### config.mk
export PLATFORM = sky130hd
export DESIGN_NAME = afifo_burst_reader_flat
export DESIGN_NICKNAME = d
export VERILOG_FILES = /design/src/rtl/afifo_burst_reader_pkg.sv /design/src/rtl/afifo_burst_reader_if.sv /design/src/rtl/afifo_rd_skid.sv /design/src/rtl/afifo_burst_reader.sv /design/src/flat_wrapper.sv
export SDC_FILE = /design/constraint.sdc
export NUM_CORES = 1
export LEC_CHECK = 0
export BUFFER_PORTS_ARGS = -buffer_cell sky130_fd_sc_hd__buf_2
export CORE_MARGIN = 5
export CORE_UTILIZATION = 56
export DETAILED_ROUTE_END_ITERATION = 10
export HOLD_SLACK_MARGIN = 0.05
export PLACE_DENSITY_LB_ADDON = 0.25
export SLEW_MARGIN = 20
export SYNTH_ARGS = -nofsm -noshare
export SYNTH_HDL_FRONTEND = slang
export SYNTH_SLANG_ARGS = --single-unit
### constraint.sdc
create_clock -name rd_clk -period 4.4 [get_ports rd_clk]
set_input_delay 0.66 -clock rd_clk [delete_from_list [all_inputs] [get_ports rd_clk]]
set_output_delay 0.66 -clock rd_clk [all_outputs]
set_load 0.02 [all_outputs]
### src/rtl/afifo_burst_reader_pkg.sv
// Shared definitions for the async-FIFO burst reader.
//   rd_state_t : burst controller states (IDLE / BURST / DRAIN)
package afifo_burst_reader_pkg;

   typedef enum logic [1:0] {
      IDLE  = 2'd0,
      BURST = 2'd1,
      DRAIN = 2'd2
   } rd_state_t;

endpackage

### src/rtl/afifo_burst_reader_if.sv
// FIFO read port plus the outgoing valid/ready stream of the burst reader.
//   master : the burst reader (drives fifo_rd_en and the stream)
//   slave  : the FIFO/consumer side
//   fifo_empty, fifo_rd_data, fifo_rd_en : FIFO read port (RD_FAST mode)
//   out_valid, out_data, out_last, out_ready : output stream
interface afifo_burst_reader_if #(
   parameter int unsigned W = 8
);
   logic         fifo_empty;
   logic [W-1:0] fifo_rd_data;
   logic         fifo_rd_en;
   logic         out_valid;
   logic [W-1:0] out_data;
   logic         out_last;
   logic         out_ready;

   modport master (
      input  fifo_empty, fifo_rd_data, out_ready,
      output fifo_rd_en, out_valid, out_data, out_last
   );

   modport slave (
      output fifo_empty, fifo_rd_data, out_ready,
      input  fifo_rd_en, out_valid, out_data, out_last
   );
endinterface

### src/rtl/afifo_rd_skid.sv
// Two-entry register buffer between the FIFO pop and the output stream.
//   rd_clk, rd_reset_n : clock, async active-low reset (to empty)
//   clr                : synchronous clear to empty
//   wr_en, wr_data     : push a word (caller guarantees room, or a same-cycle read)
//   rd_en              : pop the head word (ignored when empty)
//   rd_data            : head word (entry 0)
//   cnt                : occupancy 0..2
module afifo_rd_skid #(
   parameter int unsigned DW = 9
) (
   input  logic          rd_clk,
   input  logic          rd_reset_n,
   input  logic          clr,
   input  logic          wr_en,
   input  logic [DW-1:0] wr_data,
   input  logic          rd_en,
   output logic [DW-1:0] rd_data,
   output logic [1:0]    cnt
);
   logic [DW-1:0] ent0;
   logic [DW-1:0] ent1;
   logic          pop;

   assign pop     = rd_en && (cnt != 2'd0);
   assign rd_data = ent0;

   always_ff @(posedge rd_clk or negedge rd_reset_n) begin
      if (!rd_reset_n) begin
         ent0 <= '0;
         ent1 <= '0;
         cnt  <= '0;
      end else if (clr) begin
         ent0 <= '0;
         ent1 <= '0;
         cnt  <= '0;
      end else if (wr_en && pop) begin
         // occupancy unchanged: the new word lands behind whatever stays
         if (cnt == 2'd1) begin
            ent0 <= wr_data;
         end else begin
            ent0 <= ent1;
            ent1 <= wr_data;
         end
      end else if (wr_en) begin
         if (cnt == 2'd0) ent0 <= wr_data;
         else             ent1 <= wr_data;
         cnt <= cnt + 2'd1;
      end else if (pop) begin
         ent0 <= ent1;
         cnt  <= cnt - 2'd1;
      end
   end
endmodule

### src/rtl/afifo_burst_reader.sv
// Read-side drain controller: accepts a burst request, pops exactly
// req_len+1 words from the FIFO without underflow and presents them as a
// registered valid/ready stream with the final word tagged out_last.
//   rd_clk, rd_reset_n : clock, async active-low reset
//   req, req_len       : burst request (level) and word count minus 1
//   req_ack            : 1-cycle pulse when the request is accepted
//   busy               : burst in progress
//   flush              : synchronous abort, highest priority
//   done               : 1-cycle pulse after the last word is accepted
//   bus                : FIFO read port and output stream (master side)
module afifo_burst_reader
   import afifo_burst_reader_pkg::*;
#(
   parameter int unsigned W    = 8,
   parameter int unsigned BL_W = 4
) (
   input  logic            rd_clk,
   input  logic            rd_reset_n,
   input  logic            req,
   input  logic [BL_W-1:0] req_len,
   output logic            req_ack,
   output logic            busy,
   input  logic            flush,
   output logic            done,
   afifo_burst_reader_if.master bus
);
   rd_state_t       state;
   logic [BL_W-1:0] remain;
   logic [1:0]      buf_cnt;
   logic [W:0]      buf_head;
   logic            pop;
   logic            consume;

   // Pop gating uses only registered state plus the FIFO flag and flush,
   // so out_ready never reaches fifo_rd_en combinationally.
   assign pop            = (state == BURST) && !bus.fifo_empty && (buf_cnt < 2'd2) && !flush;
   assign bus.fifo_rd_en = pop;
   assign busy           = (state != IDLE);

   assign bus.out_valid  = (buf_cnt != 2'd0);
   assign bus.out_last   = buf_head[W];
   assign bus.out_data   = buf_head[W-1:0];
   assign consume        = bus.out_valid && bus.out_ready;

   afifo_rd_skid #(.DW(W + 1)) u_skid (
      .rd_clk     (rd_clk),
      .rd_reset_n (rd_reset_n),
      .clr        (flush),
      .wr_en      (pop),
      .wr_data    ({(remain == '0), bus.fifo_rd_data}),
      .rd_en      (consume),
      .rd_data    (buf_head),
      .cnt        (buf_cnt)
   );

   always_ff @(posedge rd_clk or negedge rd_reset_n) begin
      if (!rd_reset_n) begin
         state   <= IDLE;
         remain  <= '0;
         req_ack <= 1'b0;
         done    <= 1'b0;
      end else begin
         req_ack <= 1'b0;
         done    <= 1'b0;
         if (flush) begin
            state <= IDLE;
         end else begin
            unique case (state)
               IDLE: begin
                  if (req) begin
                     req_ack <= 1'b1;
                     remain  <= req_len;
                     state   <= BURST;
                  end
               end
               BURST: begin
                  if (pop) begin
                     if (remain == '0) state  <= DRAIN;
                     else              remain <= remain - 1'b1;
                  end
               end
               DRAIN: begin
                  if (consume && bus.out_last) begin
                     done  <= 1'b1;
                     state <= IDLE;
                  end
               end
               default: state <= IDLE;
            endcase
         end
      end
   end
endmodule

### src/flat_wrapper.sv
// flat-port wrapper written by rule: the top's interface ports become plain ports
module afifo_burst_reader_flat import afifo_burst_reader_pkg::*;
#(
   parameter int unsigned W    = 8,
   parameter int unsigned BL_W = 4
)
  (rd_clk, rd_reset_n, req, req_len, req_ack, busy, flush, done, bus_fifo_empty, bus_fifo_rd_data, bus_out_ready, bus_fifo_rd_en, bus_out_valid, bus_out_data, bus_out_last);
  afifo_burst_reader_if #(.W(W)) bus_i ();
  input  logic rd_clk;
  input  logic rd_reset_n;
  input  logic req;
  input  logic [BL_W-1:0] req_len;
  output logic req_ack;
  output logic busy;
  input  logic flush;
  output logic done;
  input wire logic [$bits(bus_i.fifo_empty)-1:0] bus_fifo_empty;
  input wire logic [$bits(bus_i.fifo_rd_data)-1:0] bus_fifo_rd_data;
  input wire logic [$bits(bus_i.out_ready)-1:0] bus_out_ready;
  output wire logic [$bits(bus_i.fifo_rd_en)-1:0] bus_fifo_rd_en;
  output wire logic [$bits(bus_i.out_valid)-1:0] bus_out_valid;
  output wire logic [$bits(bus_i.out_data)-1:0] bus_out_data;
  output wire logic [$bits(bus_i.out_last)-1:0] bus_out_last;
  assign bus_i.fifo_empty = bus_fifo_empty;
  assign bus_i.fifo_rd_data = bus_fifo_rd_data;
  assign bus_i.out_ready = bus_out_ready;
  assign bus_fifo_rd_en = bus_i.fifo_rd_en;
  assign bus_out_valid = bus_i.out_valid;
  assign bus_out_data = bus_i.out_data;
  assign bus_out_last = bus_i.out_last;
  afifo_burst_reader #(.W(W), .BL_W(BL_W)) u_core (.rd_clk(rd_clk), .rd_reset_n(rd_reset_n), .req(req), .req_len(req_len), .req_ack(req_ack), .busy(busy), .flush(flush), .done(done), .bus(bus_i));
endmodule
; After elaboration in Yosys (flattened, before gate mapping)
; Cells that the tools add are included.
[totals]
regBits = 28
out_inout_bits = 14
wordCells = 80
in_bits = 18
[op_classes]
addsub = 3
n_reduce_logical = 23
magnitude_cmp = 1
n_mux = 31
bitwise_logic = 1
eq_ne = 14
[ops]
columns = op, n
row1 = $mux W9, 11
row2 = $mux W2, 9
row3 = $ne A3 B3 Y1 const B, 5
row4 = $mux W4, 3
row5 = $ne A2 B2 Y1 const B, 4
row6 = $pmux W4 S2, 1
row7 = $logic_and A1 B1 Y1, 7
row8 = $mux W1, 6
row9 = $pmux W2 S3, 1
row10 = $reduce_bool A2 Y1, 3
row11 = $reduce_bool A3 Y1, 2
row12 = $reduce_and A5 Y1, 1
row13 = $eq A2 B1 Y1 const B, 2
row14 = $logic_not A2 Y1, 2
row15 = $logic_not A4 Y1, 1
row16 = $ne A4 B2 Y1 const B, 1
row17 = $reduce_and A2 Y1, 2
row18 = $reduce_and A4 Y1, 1
row19 = $reduce_bool A4 Y1, 1
row20 = $sub A4 B1 Y4 const B, 1
row21 = $ne A3 B2 Y1 const B, 1
row22 = $reduce_and A3 Y1, 1
row23 = $add A2 B1 Y2 const B, 1
row24 = $eq A2 B2 Y1 const B, 1
row25 = 4 further kinds, 5

; Depth between registers and ports, before layout
[logic_depth]
ltp_word = 7
mapped_depth = 9
depth_no_buf = 6

; By module
; From an unflattened synthesis, not the netlist that was laid out.
[hier_totals]
hier_cells = 165
hier_area_um2 = 1611.5
[by_module_without_submodules]
columns = module, seq_area_each_um2, cells_each, instances, area_per_inst_um2
row1 = afifo_rd_skid, 500.5, 113, 1, 1146.1
row2 = afifo_burst_reader, 200.2, 52, 1, 465.4

; Least setup slack after synthesis
; Ideal clock, no wire load.
[synth_timing]
kind = input-to-output
from = input flush
to = output bus_fifo_rd_en
slack_ns = 2.156
path_buffers = 2
stages = 4
required_ns = 3.740
arrival_ns = 1.584
path_cell_list = clkbuf_1 or2_1 clkbuf_1 nor2_1
[synth_via]
elab_chain_len = 2
[synth_rtl]
columns = element, line
row1 = from (decl), flat_wrapper.sv:15  ; input logic flush;
row2 = $logic_not A1 Y1, afifo_burst_reader.sv:36  ; assign pop = (state == BURST) && !bus.fifo_empty && (buf_cnt < 2'd2) && !flush;
row3 = $logic_and A1 B1 Y1, afifo_burst_reader.sv:36
row4 = to (decl), flat_wrapper.sv:20  ; output wire logic [$bits(bus_i.fifo_rd_en)-1:0] bus_fifo_rd_en;
; Every way passes these cells.

; Worst setup path in the final report
; Same ends and word-level chain as after synthesis.

==> run metrics <==
status=finished, final reports clean; Crit path required time=approximately 3700 ps; Skew-Pair Late Insertion Delay=about 320 ps; final setup skew=approximately 4.8 ps; power density cells=502 nW/um^2; largest net degree at the start of global routing=29; RSZ-0062 raised after global routing=no; Hold Crit Class=in -> async; ANT cells=0; max-slew violations=0; GRT Total Usage=about 16%; highest fanout seen on the critical path=27; final hold vios=0; Leak=approximately 0.77 nW; Final period util=about 55%; Netlist cell types=36; Synth Area in XOR/XNOR=around 2.3%; CTS max path bufs=2; wire length on met2=roughly 1500 um; post-CTS sizing=0; Max VDD drop=roughly 0.41 mV; largest family of logic cells by synthesized area=compound AO/OA/AOI/OAI gates; Area after DPL=about 1700 um^2; Synthesized Nets=178; Layout Nets=~210; initial drt markers=55; CTS Buf Count=3; routability cong.=0.847; Worst Path Arrival=around 1800 ps; DRT antenna net count=0; Main synth FF type=dfrtp_1; Post-CTS Hold Fix Bufs=0; CTS tree=done; mux cell area share after synthesis=about 5.3%; Reg area=between 700 and 800 um^2; Tmin final=around 2400 ps; Core Util, Final=63.4%; GRT overflow=0; CP endpoint kind=output pin; die area=a little under 4000 um^2; Root Driver=clkbuf_4; Setup Slack @ Placement=between 1500 and 2000 ps; top sig layer=met4; IO buf count=31; Seq/Total Area, Yosys=between 40% and 50%; Syn Area/Cell=slightly below 10 um^2; simple logic cell fraction of the synthesized area=a little under a fifth; final instance area=roughly 1700 um^2; Die X=62.1 um; CP Launch Type=input pin; register-to-register setup slack=just over 2000 ps; routed wl met3=approximately 140 um; layout cells sized above 1=25.8%; FMAX=between 400 and 500 MHz; Vias/cell=approximately 5.6; drt total wl=3020 um; Ports=32; Via Count=~1200; Clock Pin Slew Worst Setup and Hold Paths=140 ps; Post-route DRC=0; # H-tree levels=1; relative slew slack=53.4%; Max Cap Viol=0; number of global-route vias before repair=~1200; initial core utilization=approximately 57%; drt wl/cell=14.2 um; Pre-antenna DRT Iters=4; Yosys warnings=0; setup TNS=0 ps; adder and majority gate portion of the synthesized area=about 2.5%; post-CTS setup buffers=0; asr flop ratio synth=100%; CP Class=in -> out; core box area=2690 um^2; CTS Sinks=28; Setup-failing EPs final=0; Final HPWL DP=around 2200 um; Slew @ Worst Pin=around 700 ps; EDFF count, synth=0; worst setup margin=between 1500 and 2000 ps; mapped cell area=around 1500 um^2; wire length on met1=roughly 1400 um; Compound-Gate Fraction of Synth Area=between 20% and 30%; Die Y=62.1 um; row count=19; Synth-to-Final Area Change=11.8%; Filler Cells Inserted=~240; flops & latches, synth=28; first-pass GRT wire length=roughly 5300 um; initial antenna violation count=0; multi-input gate area in the final layout=around 750 um^2; Syn Inst Count=between 150 and 200; Final Total Pwr=856 uW
## path summary, 6_finish.rpt
| kind | start | endpoint | depth (start not counted) |
|---|---|---|---|
| setup / recovery | flush | bus_fifo_rd_en | 4 |
| hold reg to reg | u_core.u_skid.ent1[8] | u_core.u_skid.ent1[8] | 2 |
| min in group rd_clk | u_core.u_skid.ent1[8] | u_core.u_skid.ent1[8] | 2 |
| setup reg to reg | u_core.u_skid.cnt[1] | u_core.u_skid.rd_data[8] | 6 |
| max in group asynchronous | rd_reset_n | u_core.u_skid.rd_data[8] | 1 |
| hold / removal | rd_reset_n | u_core.req_ack | 1 |
## report_power, final
part           internal (mW)  switching, mW  total, mW
Clock                 0.0320         0.0712      0.103
Combinational          0.152          0.240      0.392
Sequential             0.319         0.0407      0.360
## sequential cells by signal, summed over array words and instances (netlist names)
name,cells
u_core.u_skid.ent1,9
u_core.u_skid.rd_data,9
u_core.remain,4
u_core.state,2
u_core.u_skid.cnt,2
u_core.done,1
u_core.req_ack,1
## synthesized netlist by cell type (2+ instances only)
| cell | count | area, um^2 |
|---|---|---|
| buf_2 | 2 | 10.0 |
| nor2_1 | 17 | 63.8 |
| a21o_1 | 2 | 15.0 |
| a211oi_2 | 7 | 87.6 |
| a21oi_1 | 8 | 40.0 |
| nand2b_1 | 10 | 62.6 |
| nor2b_1 | 2 | 12.5 |
| o31ai_1 | 2 | 15.0 |
| xnor2_1 | 4 | 35.0 |
| o21ai_0 | 14 | 70.1 |
| ha_1 | 3 | 37.5 |
| a31oi_1 | 2 | 12.5 |
| o22ai_1 | 2 | 12.5 |
| nand2_1 | 14 | 52.6 |
| mux2i_1 | 8 | 80.1 |
| inv_1 | 9 | 33.8 |
| clkbuf_1 | 5 | 18.8 |
| dfrtp_1 | 28 | 701 |
## cell usage in the layout (no fill, tap or decap), types with 2 or more instances in the layout
cell type	instances
nand2_1	14
xnor2_1	4
o31ai_1	2
o22ai_1	2
a31oi_1	2
nor2b_1	2
nand2b_1	10
nor2_1	17
mux2i_1	8
inv_1	9
a211oi_2	7
o21ai_0	14
buf_2	31
a21o_1	2
clkbuf_4	3
ha_1	3
a21oi_1	7
dfrtp_1	28
## worst max-delay path, stage by stage
cell	delay [ps]
buf_2	270
or2_1	390
nor2_1	230
buf_2	210
## kinds of logic after synthesis
| kind of cell | count (synthesis) |
|---|---|
| xor gates and xnor gates | 4 |
| muxes | 8 |
| DFF | 28 |
| AOI/OAI and AO/OA | 43 |
| adders and majority gates | 3 |
| buffers and inverters | 18 |
| and+or+nand+nor | 53 |
## per-layer routing
metal	global-route usage (%)	vias to the layer above
met3	3.06	2
li1	-	597
met5	0	-
met4	4.07	0
met2	27.8	27
met1	20.7	573
## metrics by stage
| stage | hold slack, ps | cells |
|---|---|---|
| final | 334 | 213 |
| after global routing | 362 | 213 |
| after CTS | 354 | 213 |
| after detailed placement | 471 | 210 |
| after global placement | 457 | 210 |
| after floorplan | 364 | 157 |
## area by class of cell
class | instances | area share (%)
sequential | 28 | 41.1
timing repair buffer | 31 | 9.11
clock buffer | 3 | 1.32
multi-input combinational | 111 | 44.2
tap | 31 | 2.28
inverter | 9 | 1.98
Note: power is estimated with default switching activity, not from simulation.
